### src/rtl/layer2_out_packer.sv
// layer2_out_packer: applies optional ReLU to 16-bit lanes and packs M2/M beats per BRAM word, counting words per frame.
module layer2_out_packer #(
    parameter int M           = 16,
    parameter int M2          = 64,
    parameter int ADDR_WIDTH  = 10,
    parameter int FRAME_WORDS = 196,
    parameter bit RELU        = 1
) (
    input  logic                  clk,
    input  logic                  rst,
    input  logic                  start,
    input  logic                  in_valid,
    input  logic [M*16-1:0]       in_data,
    output logic                  bram_we,
    output logic [ADDR_WIDTH-1:0] bram_addr,
    output logic [M2*16-1:0]      bram_din,
    output logic                  busy,
    output logic                  done,
    output logic                  seq_err
);
    localparam int B  = M2 / M;
    localparam int BW = B > 1 ? $clog2(B) : 1;

    if (M2 % M != 0) begin : g_chk_lanes
        $error("M2 must be a multiple of M");
    end
    if (FRAME_WORDS > (1 << ADDR_WIDTH)) begin : g_chk_frame
        $error("FRAME_WORDS exceeds BRAM address space");
    end

    typedef enum logic [1:0] {IDLE, COLLECT, DONE} state_t;
    state_t state, state_nx;

    logic [BW-1:0]         beat_cnt;
    logic [ADDR_WIDTH-1:0] word_cnt;
    logic [M2*16-1:0]      pack, word_full;
    logic [M*16-1:0]       beat;
    logic                  accept, last_beat, last_word;

    for (genvar k = 0; k < M; k++) begin : g_lane
        assign beat[16*k +: 16] = (RELU && in_data[16*k+15]) ? 16'h0000 : in_data[16*k +: 16];
    end

    assign accept    = (state == COLLECT) && in_valid;
    assign last_beat = accept && (beat_cnt == BW'(B-1));
    assign last_word = word_cnt == ADDR_WIDTH'(FRAME_WORDS-1);
    assign busy      = state != IDLE;

    // The incoming beat is merged combinationally so the final slot lands in bram_din on the same edge.
    always_comb begin
        word_full = pack;
        word_full[beat_cnt*M*16 +: M*16] = beat;
    end

    always_comb begin
        state_nx = (state == IDLE && start)                  ? COLLECT :
                   (state == COLLECT && last_beat && last_word) ? DONE :
                   (state == DONE)                           ? IDLE    : state;
    end

    always_ff @(posedge clk) begin
        if (!rst) begin
            state     <= IDLE;
            beat_cnt  <= '0;
            word_cnt  <= '0;
            pack      <= '0;
            bram_we   <= 1'b0;
            bram_addr <= '0;
            bram_din  <= '0;
            done      <= 1'b0;
            seq_err   <= 1'b0;
        end else begin
            state   <= state_nx;
            bram_we <= last_beat;
            done    <= state == DONE;
            if (state == IDLE && start) begin
                beat_cnt <= '0;
                word_cnt <= '0;
                seq_err  <= 1'b0;
            end else if (state != COLLECT && in_valid) begin
                seq_err <= 1'b1;
            end
            if (accept) begin
                pack     <= word_full;
                beat_cnt <= last_beat ? '0 : beat_cnt + 1'b1;
            end
            if (last_beat) begin
                bram_din  <= word_full;
                bram_addr <= word_cnt;
                word_cnt  <= last_word ? '0 : word_cnt + 1'b1;
            end
        end
    end
endmodule

### config.mk
export PLATFORM = sky130hd
export DESIGN_NAME = layer2_out_packer
export DESIGN_NICKNAME = d
export VERILOG_FILES = /design/src/rtl/layer2_out_packer.sv
export SDC_FILE = /design/constraint.sdc
export NUM_CORES = 2
export LEC_CHECK = 0
export CAP_MARGIN = 20
export CELL_PAD_IN_SITES_DETAIL_PLACEMENT = 1
export CELL_PAD_IN_SITES_GLOBAL_PLACEMENT = 2
export CORE_MARGIN = 4
export CORE_UTILIZATION = 34
export CTS_CLUSTER_SIZE = 14
export DETAILED_ROUTE_END_ITERATION = 10
export PLACE_DENSITY = 0.93
export SLEW_MARGIN = 30
export SYNTH_ARGS = -nofsm -noshare
export SYNTH_HDL_FRONTEND = slang
export SYNTH_SLANG_ARGS = --single-unit
export TNS_END_PERCENT = 5
### constraint.sdc
create_clock -name clk -period 2.7 [get_ports clk]
set_clock_uncertainty 0.2 [all_clocks]
set_input_delay 0.27 -clock clk [delete_from_list [all_inputs] [get_ports clk]]
set_output_delay 0.27 -clock clk [all_outputs]
set_load 0.05 [all_outputs]
After elaboration in Yosys (flattened, before gate mapping):

Index checks and enable logic that the tools add are counted.

* add/sub/neg operators: 3
* multiply operators: 0
* divide/modulo/power cells: 0
* order comparisons: 0
* eq/ne operators: 5
* shifts and indexed selects: 2
* mux-type cells: 26
* bitwise gates (word level): 1
* reductions and logical operators: 13

Operators by type and width (number)
* 1024-bit bitwise mux: 1
* 256-bit by 34-bit variable shift with 1024-bit output, first input constant: 1
* 256-bit by 34-bit indexed part select with 1024-bit output: 1
* 15-bit 2-to-1 mux: 16
* 10-bit negator with 34-bit output: 1
* 10-bit 2-to-1 mux: 3
* 10-bit by 1-bit adder with 10-bit output, second input constant: 1
* 10-bit by 8-bit == test with 1-bit output, second input constant: 1
* 2-bit 2-to-1 mux: 5
* 2-bit nonzero test: 4
* 1-bit logical AND: 6
* 2-bit == test, second input constant: 2
* 3-bit nonzero test: 1
* 2-bit by 1-bit adder with 2-bit output, second input constant: 1
* 2-bit by 1-bit == test with 1-bit output, second input constant: 1
* 2-bit logical NOT: 1
* 2-bit by 1-bit != test with 1-bit output, second input constant: 1
* 2-bit OR reduction: 1
* 1-bit 2-to-1 mux: 1
* 1-bit inverter: 1

* flip-flop bits (word level): 2075
* latch bits: 0
* RAM bits: 0
* memory bits (read-only): 0
* input port bits: 260
* output and inout bits: 1038
* word-level logic and storage cells: 60
* memories kept: 0

Longest topological paths before layout:

* word-level depth: 7
* gate-level depth with buffers: 9
* mapped depth without buffers: 6

Worst setup path before layout:

OpenSTA, ideal clock, no wires.

* path type: reg2reg
* start point: register beat_cnt[0]
* end point: register pack[194]
* setup time: 0.066 ns
* data arrival time: 2.131 ns
* required time: 2.434 ns
* setup slack: 0.302 ns
* cell stages (with the launch flop): 8
* path buffers: 1
* clock period less this slack: 2.398 ns
* cell sequence: dfxtp_1 inv_1 ha_1 nand4bb_1 clkbuf_1 nor3_1 a22oi_1 nor2b_1

* cells in the longest elaborated chain, start to end: 3
* elaborated cells between the ends (all ways): 4
* those cells by class: 1 x add/sub; 2 x shift; 1 x mux

Ends and longest elaborated chain
* start, declared: RTL line 34 `logic [BW-1:0] beat_cnt;`
* start signal, assigned: RTL line 85 `beat_cnt <= last_beat ? '0 : beat_cnt + 1'b1;`
* 10-bit negator with 34-bit output *: RTL line 52 `word_full[beat_cnt*M*16 +: M*16] = beat;`
* 256-bit by 34-bit indexed part select with 1024-bit output or 256-bit by 34-bit variable shift with 1024-bit output (tied branches): RTL line 52
* 1024-bit bitwise mux *: RTL line 52
* end signal, assigned: RTL line 84 `pack <= word_full;`
* end, declared: RTL line 36 `logic [M2*16-1:0] pack, word_full;`

Every way passes the cells marked *; elsewhere a longest branch is shown, timed or not.
A chain may end at the register's enable or synchronous reset.

Final worst setup path:

* start point: register beat_cnt[0]
* end point: register pack[414]

The elaborated chain is that of the path after synthesis.

==> metrics.txt <==
Reg2Reg Setup Slack=-0.03 ns; Tmin final=2.73 ns; CTS Buffer Depth=3; setup ws final=-0.0324 ns; final setup fails=3; CTS tree=yes; HP Class=input pin to flop; Max Fclk=0.366 GHz; antenna violations before repair=20; setup TNS=-0.0531 ns; syn_area_per_cell=9.60 µm²; Synth-to-Final Area Change=33.8%; Multi-input gate area=36,400 µm²; Hold Path Depth=4; Cell variety after synth=57; Tot GR Track Use=28.6%; layout cell share with drive strength beyond 1=12.5%; TritonCTS sink count=2,075; dominant synthesized flop cell=dfxtp_1; CORE AREA=241,000 µm²; Gate power share=5.8%; first-pass GRT wire length=546 mm; NetSw=15.8 mW; period utilisation layout=101%; Port Buffer Count=1,297; Total Wirelength=381 mm; Skew-Pair Late Insertion Delay=0.88 ns; Clock Power Share=48.0%; Pwr Total=66.6 mW; Starting DRT DRC Count=7,523; Slowest cell on crit path=or3b_4; non-filler cells, final=13,100; hold path endpoint=pack[57]$_SDFFE_PN0P_; Synthesized Nets=8,887; sequential area share after synthesis=50.2%; ANT nets after route=0; FF/Latch Area=41,500 µm²; 1st-pass router iterations=7; reg2reg end=pack[414]$_SDFFE_PN0P_; status=finished, violations left; async set-reset flop share out of synthesis=0%; vias per cell=5.87; die area=251,000 µm²; Vias=77,000; critical path startpoint category=flop; num ports=1,298; Leakage=38.8 nW; root buffer cell=clkbuf_16; Num CTS Buffers=218; worst hold start=in_data[57]; die width=501 µm; normalized max-slew margin=26.1%; worst slack, placed=-0.157 ns; CP Class=flop to flop; unrepaired setup endpoints after global routing=true; Synth Warn #=0; Net Sw Frac=23.7%; total power per unit cell area=602 nW/µm²; number of synthesized flops with an enable pin=0; failing checks=setup timing; Final Util=45.9%; DRC=0; worst slew pin tran=1.11 ns; number of global-route vias before repair=79,100; sequential share of power=46.2%; flops & latches, synth=2,075; Cell Rows=180; CP peak stage delay=0.45 ns; Fill cells=26,300; maximum vdd ir drop=530 µV; internal power=50.8 mW; Die Y-Extent=501 µm; Hold Fails Final Rpt=0; worst r2r src=beat_cnt[0]$_SDFFE_PN0P_; Placer Congestion=0.883; H-Tree Depth=4; worst path cell trace=inv_1 > ha_2 > or3b_4 > buf_12 > nor3_4 > clkbuf_16 > buf_12 > buf_4 > buf_4 > a22oi_1 > nor2b_1; Initial Util=34.3%; Cells after DPL=12,600; final net count=9,996; Mapped Area=82,700 µm²; routed len/inst=29.1 µm; post-DP HPWL=263 mm; GRT Residual Overflow=0; pin count of the biggest net entering global routing=193; MaxCap Viol Count=0; Synth Instances=8,620; CP Data Arrival Time=3.29 ns; Worst Reg2Reg Path Length in Cells=11; Final Slew Violations=0; crit-path max FO=7; crit end category=flop; clk slew on worst S/H paths=0.06 ns; WP data required=3.26 ns; most frequent cells in the layout=dfxtp_1 (2,074), nor2b_1 (1,173), clkdlybuf4s50_1 (1,084), nor2_1 (974), nor3b_1 (943); commonest non-fill, non-tap cell in the layout=dfxtp_1
==> synthesized netlist by cell type (3+ instances only) <==
library cell  count  area (µm²)
a311oi_1         21         184
nor3_1            8        40.0
inv_1            11        41.3
dfxtp_1        2075       41500
o2bb2ai_1         5        43.8
nor2b_1        1192        7460
a21boi_0         35         263
nand3_1          29         145
buf_1            12        45.0
nand3b_1          3        22.5
nor3b_1         947        7110
a31oi_1           7        43.8
clkinv_1          3        11.3
o21ai_0           4        20.0
o211a_1           5        50.1
a221oi_1        935        8190
buf_4            54         405
o221ai_1          4        35.0
nor3b_2          10         125
and3_1           82         513
buf_2           313        1570
ha_1              7        87.6
a22o_1           48         420
nand2b_1          6        37.5
clkbuf_1        762        2860
a22oi_1         936        7030
a21oi_1          17        85.1
nor2_1          977        3670
and2_1           24         150
nand2_1          53         199
==> how the worst max path moves through the flow <==
stage | startpoint | to | slack (ns) | cells after the start
final | beat_cnt[0]$_SDFFE_PN0P_ | pack[414]$_SDFFE_PN0P_ | -0.03 | 11
after global routing | beat_cnt[0]$_SDFFE_PN0P_ | pack[414]$_SDFFE_PN0P_ | -0.11 | 11
after CTS | beat_cnt[0]$_SDFFE_PN0P_ | bram_din[892]$_SDFFE_PN0P_ | -0.03 | 9
after detailed placement | beat_cnt[0]$_SDFFE_PN0P_ | bram_din[790]$_SDFFE_PN0P_ | -0.16 | 8
after global placement | beat_cnt[0]$_SDFFE_PN0P_ | bram_din[566]$_SDFFE_PN0P_ | -0.14 | 8
after floorplan | beat_cnt[0]$_SDFFE_PN0P_ | pack[194]$_SDFFE_PN0P_ | 0.30 | 7
==> sequential cells by signal, summed over array words and instances (netlist names) <==
signal     count
bram_din    1024
pack        1024
bram_addr     10
word_cnt      10
beat_cnt       2
state          2
bram_we        1
done           1
seq_err        1
==> cell type report <==
class                           instances  share of cell area (%)
Antenna cell                            9                  0.0203
Inverter                               14                  0.0746
Multi-Input combinational cell       5387                    32.9
Tap cell                             3185                    3.60
Sequential cell                      2075                    37.5
Timing Repair Buffer                 2033                    19.0
Clock buffer                          308                    5.73
Clock inverter                         90                    1.11
==> layer usage <==
layer / vias to the layer above / track usage [%] / wire [µm]
met3: 813 / 7.40 / 33100
met5: - / 0 / 66
met4: 10 / 16.5 / 24600
met1: 39200 / 35.1 / 151000
met2: 3561 / 45.4 / 172000
li1: 33400 / - / -
==> power groups by stage <==
stage / registers (mW) / logic (mW) / clock network [mW]
finish: 30.8 / 3.84 / 32.0
global placement: 31.4 / 3.60 / 0
floorplan: 31.4 / 1.76 / 0
CTS: 30.7 / 3.73 / 32.4
global route: 30.7 / 3.97 / 33.6
detailed placement: 31.4 / 3.68 / 0
==> logic make-up (layout without fill, tap and decap cells) <==
family                     Yosys count  count (layout)  share of synthesized area [%]
AOI/OAI and AO/OA                 2023            2023                           19.8
xor gates and xnor gates             1               1                         0.0106
other                                0               9                              0
muxes                                1               1                         0.0121
and+or+nand+nor                   3355            3355                           23.8
buffers and inverters             1158            2445                           6.00
DFF                               2075            2075                           50.2
adders and majority gates            7               7                          0.106
==> critical path: cells and delay by family, from the launching register on <==
kind / cells / cell delay (ns)
AO/OA/AOI/OAI: 1 / 0.08
buffers and inverters: 6 / 0.91
adder cells (fa/ha/maj): 1 / 0.24
AND/OR/NAND/NOR: 3 / 0.83
flip-flops: 1 / 0.38
==> stage by stage <==
stage	hold slack, ns	instance area, µm²
2_1_floorplan	0.234	82700
3_3_place_gp	0.244	102000
3_5_place_dp	0.248	102000
4_1_cts	0.00320	110000
5_1_grt	0.0507	111000
6_report	0.0931	111000
==> timing repair <==
action | in CTS | in global routing
hold buffers | 17 | 0
buffers inserted | 13 | 12
gates cloned | 8 | 7
setup endpoints to repair | 486 | 410
resized for setup | 121 | 45
endpoints found under the hold margin | 662 | 0
pin swaps | 7 | 10
Note: power is estimated with default switching activity, not from simulation.
